<file path="src/rtl/bcd_serial_sub.sv">
// rtl/bcd_serial_sub.sv - digit-serial BCD subtractor (A - B, ten's complement, LSD first)
//
// Purpose:
//   Subtracts two packed-BCD operands one decimal digit per clock, least
//   significant digit first, as a + (9 - b) + carry with an initial carry of 1.
//   The result is presented together with a one-cycle done pulse and is held
//   until the next done or reset.
//
// Ports:
//   clk     in   1          rising-edge clock
//   rst_n   in   1          synchronous reset, active low
//   start   in   1          begin an operation; honoured only when idle
//   a       in   4*DIGITS   minuend, packed BCD (digit i = a[4i+3:4i])
//   b       in   4*DIGITS   subtrahend, packed BCD
//   busy    out  1          high while digits are being processed
//   done    out  1          one-cycle pulse: diff/borrow/err just updated
//   diff    out  4*DIGITS   packed BCD difference (ten's complement when borrow=1)
//   borrow  out  1          1 when a < b
//   err     out  1          1 when any digit of a or b was above 9

module bcd_serial_sub #(
    parameter int DIGITS = 4
) (
    input  logic                  clk,
    input  logic                  rst_n,
    input  logic                  start,
    input  logic [4*DIGITS-1:0]   a,
    input  logic [4*DIGITS-1:0]   b,
    output logic                  busy,
    output logic                  done,
    output logic [4*DIGITS-1:0]   diff,
    output logic                  borrow,
    output logic                  err
);

    localparam int W     = 4 * DIGITS;
    localparam int IDX_W = (DIGITS > 1) ? $clog2(DIGITS) : 1;

    typedef enum logic [1:0] {
        S_IDLE = 2'd0,
        S_RUN  = 2'd1,
        S_DONE = 2'd2
    } state_t;

    state_t             r_state;
    logic [W-1:0]       r_a;          // operand copies, shifted right one digit per cycle
    logic [W-1:0]       r_b;
    logic [W-1:0]       r_diff;       // result digits enter at the top and shift down
    logic [IDX_W-1:0]   r_idx;
    logic               r_carry;
    logic               r_err_acc;

    logic [3:0]         w_a_dig;
    logic [3:0]         w_b_dig;
    logic [3:0]         w_b_nines;
    logic [4:0]         w_sum;
    logic               w_ge10;
    logic [3:0]         w_dig;
    logic               w_dig_bad;
    logic               w_last;

    // The current digit is always the low nibble because the operand
    // registers shift right after every processed digit.
    assign w_a_dig   = r_a[3:0];
    assign w_b_dig   = r_b[3:0];
    // Nine's complement of the subtrahend digit; wraps mod 16 for invalid
    // digits, whose result is discarded anyway.
    assign w_b_nines = 4'd9 - w_b_dig;
    assign w_sum     = {1'b0, w_a_dig} + {1'b0, w_b_nines} + {4'd0, r_carry};
    assign w_ge10    = (w_sum >= 5'd10);
    assign w_dig     = w_ge10 ? 4'(w_sum - 5'd10) : w_sum[3:0];
    assign w_dig_bad = (w_a_dig > 4'd9) | (w_b_dig > 4'd9);
    assign w_last    = (r_idx == IDX_W'(DIGITS - 1));

    always_ff @(posedge clk) begin
        if (!rst_n) begin
            r_state   <= S_IDLE;
            r_a       <= '0;
            r_b       <= '0;
            r_diff    <= '0;
            r_idx     <= '0;
            r_carry   <= 1'b0;
            r_err_acc <= 1'b0;
            busy      <= 1'b0;
            done      <= 1'b0;
            diff      <= '0;
            borrow    <= 1'b0;
            err       <= 1'b0;
        end else begin
            done <= 1'b0;
            case (r_state)
                S_IDLE: begin
                    if (start) begin
                        r_a       <= a;
                        r_b       <= b;
                        r_diff    <= '0;
                        r_idx     <= '0;
                        r_carry   <= 1'b1;
                        r_err_acc <= 1'b0;
                        busy      <= 1'b1;
                        r_state   <= S_RUN;
                    end
                end
                S_RUN: begin
                    r_a       <= r_a >> 4;
                    r_b       <= r_b >> 4;
                    // After DIGITS shifts the first digit produced sits at the bottom.
                    r_diff    <= (r_diff >> 4) | (W'(w_dig) << (W - 4));
                    r_carry   <= w_ge10;
                    r_err_acc <= r_err_acc | w_dig_bad;
                    r_idx     <= r_idx + 1'b1;
                    if (w_last) begin
                        busy    <= 1'b0;
                        r_state <= S_DONE;
                    end
                end
                S_DONE: begin
                    done    <= 1'b1;
                    err     <= r_err_acc;
                    // A final carry of 1 means no borrow out of the top digit.
                    borrow  <= r_err_acc ? 1'b0 : ~r_carry;
                    diff    <= r_err_acc ? '0 : r_diff;
                    r_state <= S_IDLE;
                end
                default: begin
                    busy    <= 1'b0;
                    r_state <= S_IDLE;
                end
            endcase
        end
    end

endmodule
</file>
<file path="config.mk">
export PLATFORM = sky130hd
export DESIGN_NAME = bcd_serial_sub
export DESIGN_NICKNAME = d
export VERILOG_FILES = /design/src/rtl/bcd_serial_sub.sv
export SDC_FILE = /design/constraint.sdc
export NUM_CORES = 1
export LEC_CHECK = 0
export ABC_AREA = 1
export BUFFER_PORTS_ARGS = -buffer_cell sky130_fd_sc_hd__buf_2
export CAP_MARGIN = 30
export CORE_AREA = 4 4 95 97
export CTS_CLUSTER_SIZE = 10
export DETAILED_ROUTE_END_ITERATION = 8
export DIE_AREA = 0 0 99 101
export PLACE_DENSITY_LB_ADDON = 0.05
export SYNTH_ARGS = -nofsm -noshare
export SYNTH_HDL_FRONTEND = slang
export SYNTH_SLANG_ARGS = --single-unit
</file>
<file path="constraint.sdc">
create_clock -name clk -period 2.3 [get_ports clk]
set_input_delay 0.115 -clock clk [delete_from_list [all_inputs] [get_ports clk]]
set_output_delay 0.115 -clock clk [all_outputs]
set_load 0.01 [all_outputs]
</file>
### Word-level counts from Yosys, hierarchy flattened

Cells that the tools add are included.

* add/subtract/negate cells: 5
* multipliers: 0
* div/mod/pow operators: 0
* $lt $le $gt $ge: 3
* equality and inequality tests: 5
* shift operators: 0
* multiplexer cells: 21
* bitwise gates (word level): 5
* reductions and logical operators: 5

Operator list (number)
* $pmux 16 s2: 3
* $mux 16: 4
* $or 12x16->16: 1
* $gt 4x4->1 const B: 2
* $pmux 2 s2: 2
* $mux 2: 3
* $add 4x4->5: 1
* $add 5x1->5: 1
* $ge 5x4->1 const B: 1
* $mux 1: 5
* $eq 2x2->1 const B: 2
* $mux 4: 1
* $ne 2x2->1 const B: 2
* $pmux 1 s2: 2
* $reduce_and 2->1: 2
* $sub 4x4->4 const A: 1
* $sub 4x4->4 const B: 1
* $pmux 1 s3: 1
* $reduce_and 3->1: 1
* $add 2x1->2 const B: 1
* $eq 2x1->1 const B: 1
* $logic_not 2->1: 1
* $not 1->1: 2
* $or 1x1->1: 2
* $reduce_bool 2->1: 1

* bits in registers: 74
* bits in latches: 0
* memory bits (writable): 0
* memory bits (read-only): 0
* bits of input ports: 35
* output and inout bits: 20
* word-level logic and storage cells: 56
* memories: 0

### Depth between registers and ports, before layout

* depth after elaboration: 7
* mapped depth: 14
* gate-level depth less buffers: 14

### Worst setup path before layout

OpenSTA, ideal clock, no wires.

* kind: register to register
* start point: reg r_a[0]
* end point: reg r_diff[15]
* setup time: 0.070 ns
* arrival time: 2.028 ns
* data required time: 2.230 ns
* setup slack: 0.201 ns
* cell stages (with the launch flop): 13
* path buffers: 0
* period minus slack after synthesis: 2.099 ns
* cells stage by stage: dfxtp_1 inv_1 fa_1 inv_1 fa_1 inv_1 ha_1 inv_1 nand3_1 nand3_1 o21ai_0 nand2_1 a21oi_1

* word-level cells in the longest chain between the ends: 6
* elaborated cells between the ends (all ways): 7
* classes of those cells: add/sub (3); order compare (1); mux (2); bitwise (1)

Ends and longest elaborated chain
* start, declared: RTL line 46 `logic [W-1:0] r_a;`
* start signal, assigned: RTL line 105 `r_a <= r_a >> 4;`
* $add 4x4->5 (*): RTL line 69 `assign w_sum = {1'b0, w_a_dig} + {1'b0, w_b_nines} + {4'd0, r_carry};`
* $add 5x1->5 (*): RTL line 69
* $sub 4x4->4 / $ge 5x4->1 (equally long branches): RTL line 71, 70
* $mux 4 (*): RTL line 71 `assign w_dig = w_ge10 ? 4'(w_sum - 5'd10) : w_sum[3:0];`
* $or 12x16->16 (*): RTL line 108 `r_diff <= (r_diff >> 4) | (W'(w_dig) << (W - 4));`
* $pmux 16 s2 (*): RTL line 91 `case (r_state)`
* end signal, assigned: RTL line 108
* end, declared: RTL line 48 `logic [W-1:0] r_diff;`

Every way passes the cells marked *; elsewhere a longest branch is shown, timed or not.
A chain may end at the register's enable or synchronous reset.

### Worst setup path in the final report

* start point: reg r_a[0]
* end point: reg r_diff[13]

The elaborated chain is that of the path after synthesis.

==> results.cfg <==
[detailed_routing]
highest_layer = met4
drt-total-wl_mm = 7.58
drtPass1Iterations = 4
dr_wl_met2_mm = 3.24
vias_per_cell = 5.00
ant_nets = 0
vias = 2722
drc = 0
wl_met3_um = 423
wl_per_cell_um = 13.9
drtIter0Drc = 129
met1Wirelength_mm = 3.82

[power_and_ir_drop]
power.leakage_nw = 1.58
totalPowerFinal_w = 0.00342
ir_drop_uv = 290
power_density_nw_per_um2 = 911

[timing]
fin_setup_tns_ns = 0
setup_viol = 0
tightest_slew_ns = 0.466
rsz0062_at_grt = no
maxSlewViolCount = 0
clock_skew_ns = 0.0120
finalCritPeriodShare_pct = 92.4
hold_viol = 0
fin_ws_ns = 0.174
max_slew_margin_pct = 68.9
fmax_mhz = 470
min_period_ns = 2.13

[synth]
yosys_most_used_dff = dfxtp_1
postSynthCellCount = 375
synth_cell_types = 33
yosys_register_bits = 74
synth_edf_count = 0
syn-num-nets = 419
synth_top_area_cell = dfxtp_1
synth_top_cell_area_share_pct = 48.7
syn_avg_cell_area_um2 = 8.11
syn_area_um2 = 3040
seq_area_frac_synth_pct = 48.7
synthArstFlopShare_pct = 0
synth_top_cells_by_area = dfxtp_1 (49%), nand2_1 (11%), o21ai_0 (7.2%)
yosysWarnings = 0

[setup_path]
end_kind = flip-flop
cp_slowest_cell = fa_1
worstPathCellList = inv_1 -> fa_2 -> inv_2 -> fa_1 -> inv_2 -> ha_2 -> inv_1 -> nand3_2 -> nand3_4 -> nand2_1 -> nand3_1 -> a21oi_1
max_stage_delay_ns = 0.45
critPathLaunchType = flip-flop
critPathBufInv = 4
cp.required_ns = 2.58
cp.arrival_ns = 2.41
worst-path-max-fanout = 4
path_delay_family = adder cells
worstSetupPathType = flip-flop to flip-flop

[place]
gp_congestion = 0.731
io_buffers = 54
place_area_um2 = 3380
dp_hpwl_mm = 5.24
pre_cts_slack_ns = -0.00871
place_inst = 518

[layout]
syn2layout_area_growth_pct = 23.5
finalNetCount = 478
fin_area_um2 = 3760
drive_gt1_share_pct = 22.3
num_antenna_cells = 0
fin_cells = 544

[global_route]
grt_usage_pct = 15.4
grt_pass1_vias = 2528
grt_overflow = 0
antenna_found_initial = 0
grt_first_pass_wirelength_mm = 12.4
grt_max_degree = 29

[floorplanning]
fp-row-count = 33
die_w_um = 99
ioPinCount = 55
fp.dieH_um = 101
core_area_um2 = 8130
fp.dieArea_um2 = 10000
start_util_pct = 37.4

[clocking]
htree_levels = 3
cts.sinks = 74
numCtsBuffers = 9
clockBufferDepth = 2
cts_tree = done
clk_latency_ns = 0.35
cts-root-buf = clkbuf_8
path_clk_slew_ns = 0.08

[job]
maxCapViolations = 0

[min_path]
hp-class = primary input to flip-flop

[run_status]
status = completed
[tightest hold or removal path: cells and delay by family]
family / cells / cell delay (ns)
buffers and inverters: 1 / 0.09
AO/OA/AOI/OAI: 1 / 0.06
AND/OR/NAND/NOR: 1 / 0.05
[final timing paths]
kind                            startpoint    endpoint  slack (ns)  cells after the start
worst max register to register      r_a[0]  r_diff[13]        0.17                     12
worst min register to register        busy        busy        0.46                      2
worst max-delay path                r_a[0]  r_diff[13]        0.17                     12
worst min-delay path                 a[14]     r_a[14]        0.02                      3
[power by group]
part | leakage [nW] | internal (W) | switching [W]
combinational | 0.858 | 0.000289 | 0.000452
sequential | 0.605 | 0.00138 | 0.0000602
clock | 0.120 | 0.000730 | 0.000513
[Yosys cell counts, types with 2 or more instances]
cell type	instances
fa_1	2
nand3_1	24
clkbuf_1	8
o21ai_0	44
nand2_1	87
dfxtp_1	74
buf_4	4
a31oi_1	12
o22ai_1	17
ha_1	7
nor2_1	8
buf_6	4
inv_1	18
buf_2	6
a21oi_1	38
inv_2	2
nand4_1	2
a32o_1	2
buf_1	2
[per-stage QoR]
step	util, %	hold slack [ns]
floorplan	-	0.257
global placement	41.5	0.369
detailed placement	41.5	0.372
CTS	45.8	0.00124
global route	46.2	0.0145
finish	46.2	0.0223
[flip-flops by register name, indices dropped and copies added (netlist names)]
signal     count
r_carry        1
err            1
busy           1
done           1
borrow         1
r_a           16
r_b           16
diff          16
r_diff        16
r_idx          2
r_state        2
r_err_acc      1
[routing by layer]
metal	GRT usage [%]	vias to the layer above
met2	21.7	65
li1	-	1404
met1	22.8	1245
met4	5.36	0
met5	0	-
met3	3.74	8
[timing repair]
item	in CTS	in global routing
gates resized for setup	1	10
setup buffers	1	0
endpoints found under the hold margin	9	0
pin swaps	1	4
hold buffers	9	0
setup endpoints to repair	2	4
[placed cells by master, fill, tap and decap left out, drive strengths merged]
| cell | count |
|---|---|
| dfxtp | 74 |
| o31ai | 1 |
| nor3 | 1 |
| bufinv | 3 |
| a211oi | 1 |
| o21a | 1 |
| buf | 64 |
| clkinvlp | 1 |
| a32o | 2 |
| dlygate4sd3 | 9 |
| a31oi | 12 |
| o22ai | 17 |
| clkbuf | 9 |
| nand2 | 88 |
| inv | 23 |
| fa | 2 |
| o21ai | 45 |
| ha | 7 |
| nand3 | 24 |
| a21oi | 39 |
| or2 | 1 |
| clkinv | 1 |
| xor2 | 1 |
| nor2 | 11 |
| nand4 | 2 |
[layout make-up]
| class | count | area, um^2 |
|---|---|---|
| fillers | 840 | 4380 |
| flip-flops and latches | 74 | 1480 |
| multi-input cells | 255 | 1370 |
| repair buffers | 73 | 448 |
| well taps | 105 | 131 |
| clock buffers | 9 | 124 |
| clock inverters | 7 | 124 |
| inverters | 21 | 81.3 |
[logic make-up (layout without fill, tap and decap cells)]
| family | after synthesis | count (layout) | synth area share [%] |
|---|---|---|---|
| buffers and inverters | 46 | 110 | 7.52 |
| adder cells (fa/ha/maj) | 9 | 9 | 4.19 |
| XOR/XNOR | 1 | 1 | 0.288 |
| AO/OA/AOI/OAI | 118 | 118 | 21.4 |
| flip-flops | 74 | 74 | 48.7 |
| AND/OR/NAND/NOR | 127 | 127 | 17.9 |
No activity file was read; power rests on OpenSTA's default activity.
